### config.mk
export PLATFORM = sky130hd
export DESIGN_NAME = pucch1_sym_ctrl
export DESIGN_NICKNAME = d
export VERILOG_FILES = /design/src/rtl/pucch1_sym_ctrl.sv
export SDC_FILE = /design/constraint.sdc
export NUM_CORES = 1
export LEC_CHECK = 0
export ABC_AREA = 0
export BUFFER_PORTS_ARGS = -buffer_cell sky130_fd_sc_hd__buf_2
export CAP_MARGIN = 10
export CORE_ASPECT_RATIO = 0.5
export CORE_UTILIZATION = 56
export DETAILED_ROUTE_END_ITERATION = 16
export PLACE_DENSITY = 0.82
export SLEW_MARGIN = 20
export SYNTH_ARGS = -nofsm -noshare
export SYNTH_HDL_FRONTEND = slang
export SYNTH_SLANG_ARGS = --single-unit
### constraint.sdc
create_clock -name clk -period 3.4 [get_ports clk]
set_input_delay 1.02 -clock clk [delete_from_list [all_inputs] [get_ports clk]]
set_output_delay 1.02 -clock clk [all_outputs]
set_load 0.02 [all_outputs]
### src/rtl/pucch1_sym_ctrl.sv
// pucch1_sym_ctrl: sequences one PUCCH format 1 transmission symbol by symbol,
// driving the external spreader once per hop and streaming per-symbol descriptors.
// Optional configuration checking is enabled by defining PUCCH1_CTRL_CHECK_EN.
module pucch1_sym_ctrl #(
   parameter int SLOT_SYMS = 14,
   parameter int IDX_W     = 4
) (
   input  logic             clk,
   input  logic             rst,
   input  logic             i_start,
   input  logic [IDX_W-1:0] i_nsym,
   input  logic [IDX_W-1:0] i_start_sym,
   input  logic             i_hop_en,
   input  logic [2:0]       i_occi,
   output logic             o_spr_start,
   output logic             o_spr_next,
   output logic [2:0]       o_spr_nsf,
   output logic [2:0]       o_spr_occi,
   input  logic [3:0]       i_spr_phi,
   input  logic             i_spr_valid,
   output logic             o_sym_valid,
   input  logic             i_sym_ready,
   output logic [IDX_W-1:0] o_sym_idx,
   output logic             o_sym_dmrs,
   output logic             o_sym_hop,
   output logic [3:0]       o_sym_phi,
   output logic             o_busy,
   output logic             o_done,
   output logic             o_err
);
   typedef enum logic [2:0] {IDLE, HOP_INIT, SPR_WAIT, EMIT, FIN} state_t;
   state_t           state_q, state_d;
   logic [IDX_W-1:0] n_q, n_d, s_q, s_d, k_q, k_d, end_q, end_d, k_inc;
   logic             hop_en_q, hop_en_d, hop_q, hop_d, have_q, have_d;
   logic             next_q, next_d, err_q, err_d, cfg_bad;
   logic [2:0]       occi_q, occi_d, nsf_q, nsf_d, left_q, left_d;
   logic [3:0]       phi_q, phi_d;

`ifdef PUCCH1_CTRL_CHECK_EN
   logic [IDX_W:0]   span;
   logic [IDX_W-1:0] min_nsf;
   // hop0 never carries more data than hop1, so its count is the minimum nSF
   assign span    = {1'b0, i_start_sym} + {1'b0, i_nsym};
   assign min_nsf = i_hop_en ? i_nsym >> 2 : i_nsym >> 1;
   assign cfg_bad = (i_nsym < IDX_W'(4)) || (i_nsym > IDX_W'(SLOT_SYMS)) ||
                    (span > (IDX_W+1)'(SLOT_SYMS)) || (IDX_W'(i_occi) >= min_nsf);
`else
   assign cfg_bad = 1'b0;
`endif

   assign k_inc = k_q + 1'b1;

   // next-state: config latch, hop bookkeeping, phi capture and descriptor handshake
   always_comb begin
      state_d  = state_q;
      n_d      = n_q;
      s_d      = s_q;
      k_d      = k_q;
      end_d    = end_q;
      hop_en_d = hop_en_q;
      hop_d    = hop_q;
      occi_d   = occi_q;
      nsf_d    = nsf_q;
      left_d   = left_q;
      phi_d    = phi_q;
      have_d   = have_q;
      next_d   = 1'b0;
      err_d    = 1'b0;
      if (state_q != IDLE && !have_q && i_spr_valid) begin
         phi_d  = i_spr_phi;
         have_d = 1'b1;
      end
      case (state_q)
         IDLE: begin
            have_d = 1'b0;
            if (i_start) begin
               if (cfg_bad) err_d = 1'b1;
               else begin
                  n_d      = i_nsym;
                  s_d      = i_start_sym;
                  hop_en_d = i_hop_en;
                  occi_d   = i_occi;
                  hop_d    = 1'b0;
                  k_d      = '0;
                  end_d    = i_hop_en ? i_nsym >> 1 : i_nsym;
                  nsf_d    = 3'(i_hop_en ? i_nsym >> 2 : i_nsym >> 1);
                  state_d  = HOP_INIT;
               end
            end
         end
         HOP_INIT: begin
            have_d  = 1'b0;
            left_d  = nsf_q;
            state_d = k_q[0] ? SPR_WAIT : EMIT;
         end
         SPR_WAIT: state_d = (have_q || i_spr_valid) ? EMIT : SPR_WAIT;
         EMIT: begin
            if (i_sym_ready) begin
               k_d = k_inc;
               if (k_q[0]) begin
                  have_d = 1'b0;
                  left_d = left_q - 3'd1;
                  next_d = left_q > 3'd1;
               end
               if (k_inc == end_q) begin
                  if (hop_en_q && !hop_q) begin
                     hop_d   = 1'b1;
                     end_d   = n_q;
                     nsf_d   = 3'((n_q >> 1) - (n_q >> 2));
                     state_d = HOP_INIT;
                  end else state_d = FIN;
               end else state_d = (!k_inc[0] || have_d) ? EMIT : SPR_WAIT;
            end
         end
         FIN:     state_d = IDLE;
         default: state_d = IDLE;
      endcase
   end

   // state register with synchronous reset
   always_ff @(posedge clk) begin
      if (rst) begin
         state_q  <= IDLE;
         n_q      <= '0;
         s_q      <= '0;
         k_q      <= '0;
         end_q    <= '0;
         hop_en_q <= 1'b0;
         hop_q    <= 1'b0;
         occi_q   <= '0;
         nsf_q    <= '0;
         left_q   <= '0;
         phi_q    <= '0;
         have_q   <= 1'b0;
         next_q   <= 1'b0;
         err_q    <= 1'b0;
      end else begin
         state_q  <= state_d;
         n_q      <= n_d;
         s_q      <= s_d;
         k_q      <= k_d;
         end_q    <= end_d;
         hop_en_q <= hop_en_d;
         hop_q    <= hop_d;
         occi_q   <= occi_d;
         nsf_q    <= nsf_d;
         left_q   <= left_d;
         phi_q    <= phi_d;
         have_q   <= have_d;
         next_q   <= next_d;
         err_q    <= err_d;
      end
   end

   assign o_busy      = state_q != IDLE;
   assign o_done      = state_q == FIN;
   assign o_err       = err_q;
   assign o_spr_start = state_q == HOP_INIT;
   assign o_spr_next  = next_q;
   assign o_spr_nsf   = o_busy ? nsf_q : 3'd0;
   assign o_spr_occi  = o_busy ? occi_q : 3'd0;
   assign o_sym_valid = state_q == EMIT;
   assign o_sym_idx   = o_sym_valid ? s_q + k_q : '0;
   assign o_sym_dmrs  = o_sym_valid & ~k_q[0];
   assign o_sym_hop   = o_sym_valid & hop_q;
   assign o_sym_phi   = (o_sym_valid & k_q[0]) ? phi_q : 4'd0;
endmodule

==> results.ini <==
[run_status]
outcome = finished clean

[synthesis]
yosysTopAreaCellShare_pct = 36.0
synth_nets = 279
async_flop_share_pct = 0
yosys-top-cells-area = dfxtp_1, a21oi_1, nand2_1, ha_1, nor2_1
synth_most_common_cell = dfxtp_1
yosysTopAreaCell = dfxtp_1
syn_avg_cell_area_um2 = 8.04
yosys_register_bits = 36
yosys-top-cells-count = dfxtp_1, nand2_1, a21oi_1
synthXorXnorAreaFrac_pct = 5.81
ys.warnings.count = 0
ys.flop_type = dfxtp_1
synth_mux_area_share_pct = 4.06
synth_fa_ha_area_share_pct = 6.37
synth_compound_area_share_pct = 17.7
synth_cell_type_count = 49
synth_top_family_by_area = simple AND/OR/NAND/NOR gates
syn-cell-area_um2 = 2000
synthCells = 249
synth_edf_count = 0
seq_area_frac_synth_pct = 36.0
synth_simple_gate_area_share_pct = 24.9

[worst_hold_path]
hold_class = register to register
holdCritStartpoint = hop_en_q$_SDFFE_PP0P_
holdPathStages = 2

[routing]
drt_iter0_markers = 103
first_pass_iters = 4
dr_total_vias = 1813
avgRoutedWirePerCell_um = 13.4
drc = 0
postRouteAntennaNets = 0
drt-total-wl_mm = 4.48
via_per_inst = 5.43

[layout]
utilization_pct = 71.8
drive_gt1_share_pct = 19.9
area_growth_pct = 14.9
n_fill_cell = 278
n_antenna_cell = 0
fin_nets = 316

[die]
initial_utilization_pct = 62.5
rows = 14
die_h_um = 44.3
fp.dieW_um = 86.6
die_area_um2 = 3830
core_region_area_um2 = 3210
io_pins = 43

[timing]
worst_slew_pin_slew_ps = 668
fin_crit_sh_pct = 79.9
max_freq_mhz = 368
relSlewSlack_pct = 55.5
slew_viol_final = 0
skew_ps = 6.68
fin_crit_ps = 2720
hold_viol_final = 0
hold_slack_ps = 452
setup_viol = 0
fin_ws_ps = 682
finalSetupTns_ps = 0
rsz0062_at_grt = false

[place]
dp_hpwl_mm = 3.18
pre_cts_ws_ps = 978
port_buffers = 41
gp_congestion = 0.854

[critical_path]
rr_startpoint = k_q[0]$_SDFFE_PP0P_
cp_slowest_cell = dfxtp_1
cp_top_family = flip-flops
critPathMaxStageDelay_ps = 580
path_depth = 4
setup.worst_path.end_class = output port
cp_num_buf_inv = 2
cp_max_fo = 23
cp_data_required_time_ps = 2380
cp-startpoint = state_q[1]$_SDFFE_PP0P_
crit_path_cell_trace = nand3b_2 -> inv_2 -> and2_1 -> buf_2
worstSetupStartpointType = register
ff2ff_path_depth = 7
critical_path_class = register to output port
cp.arrival_ps = 1700

[power_and_ir_drop]
leakage_nw = 1.00
intPower_w = 0.000665
pwr-share-seq_pct = 49.4
combPwrFrac_pct = 20.4
power_switching_w = 0.000295
p_per_area_nw_per_um2 = 417
swShare_pct = 30.7
finalPower_w = 0.000960
vdd_drop_max_v = 0.000265
clockPowerShare_pct = 30.3

[clock_tree]
clock_sinks = 36
clock_path_buffers = 2
htreeDepth = 2
holdBufCountCts = 0
cts_tree = done
cts-resized-gates = 0
postCtsSetupBuffers = 0
numCtsBuffers = 5
cts_root_buf = clkbuf_8
clk_latency_ps = 290
clkTransAtPathRegs_ps = 70

[global_route]
overflow = 0
grt_max_degree = 39
grt_pass1_wl_mm = 7.31
grt_pass1_vias = 1639
grt_use_total_pct = 25.7
antenna_found_initial = 0

[job]
drv_cap = 0

[flip-flops by register name (all words and copies together) (netlist names)]
| register | count |
|---|---|
| k_q | 4 |
| hop_q | 1 |
| end_q | 4 |
| have_q | 1 |
| occi_q | 3 |
| nsf_q | 3 |
| left_q | 3 |
| s_q | 4 |
| o_spr_next | 1 |
| state_q | 3 |
| n_q | 4 |
| phi_q | 4 |
| hop_en_q | 1 |
[power by group through the flow]
stage	clock (W)	sequential [W]	combinational, W
global route	0.000313	0.000478	0.000219
CTS	0.000296	0.000474	0.000196
floorplan	0	0.000472	0.000152
detailed placement	0	0.000483	0.000195
finish	0.000291	0.000474	0.000196
global placement	0	0.000481	0.000189
[final cells by class]
| class | instances | area [µm²] | area share, % |
|---|---|---|---|
| Multi-Input combinational cell | 190 | 1180 | 51.4 |
| Sequential cell | 36 | 721 | 31.3 |
| Timing Repair Buffer | 44 | 228 | 9.89 |
| Clock buffer | 6 | 72.6 | 3.15 |
| Tap cell | 48 | 60.1 | 2.61 |
| Inverter | 9 | 33.8 | 1.47 |
| Clock inverter | 1 | 5.00 | 0.217 |
[path summary, 6_finish.rpt]
path	to	slack, ps
worst max register to register	end_q[2]$_SDFFE_PP0P_	1280
worst min-delay path	hop_en_q$_SDFFE_PP0P_	450
worst max-delay path	o_sym_hop	680
worst min register to register	hop_en_q$_SDFFE_PP0P_	450
[metal layers]
| layer | share of wire (%) | global-route usage, % | vias to the layer above |
|---|---|---|---|
| met3 | 6.1 | 6.34 | 5 |
| li1 | - | - | 927 |
| met5 | 0 | 0 | - |
| met1 | 48 | 33.8 | 823 |
| met2 | 45 | 42.4 | 58 |
| met4 | 0.87 | 8.67 | 0 |
[cell families (layout without fill, tap and decap cells)]
group	count (synthesis)	count (layout)
xor gates and xnor gates	10	10
AOI/OAI and AO/OA	61	61
and+or+nand+nor	101	101
adders and majority gates	9	9
other	1	1
buffers and inverters	23	60
muxes	8	8
DFF	36	36
[layout by cell type (no fill, tap or decap), drive strengths merged, types with 2 or more instances in the layout]
cell type / Yosys / final
a211o: 2 / 2
a211oi: 3 / 3
a21oi: 29 / 29
and2: 9 / 9
and3: 7 / 7
buf: 4 / 44
clkbuf: 10 / 6
dfxtp: 36 / 36
fa: 2 / 2
ha: 7 / 7
inv: 9 / 9
mux2i: 7 / 7
nand2: 35 / 35
nand2b: 2 / 2
nand3: 6 / 6
nand3b: 2 / 2
nor2: 20 / 20
nor2b: 7 / 7
nor3: 6 / 6
o21a: 2 / 2
o21ai: 17 / 17
or4: 2 / 2
xnor2: 5 / 5
xor2: 4 / 4
[worst min-delay path, cell delays in order (launching register included)]
cell and delay (ps):
dfxtp_1 310, nand2_1 50, a21oi_1 50
[stage by stage]
| step | area [µm²] | std cells |
|---|---|---|
| 6_report | 2300 | 334 |
| 5_1_grt | 2300 | 334 |
| 4_1_cts | 2300 | 334 |
| 3_5_place_dp | 2220 | 327 |
| 3_3_place_gp | 2220 | 327 |
| 2_1_floorplan | 2000 | 249 |
No activity file was read; power rests on OpenSTA's default activity.
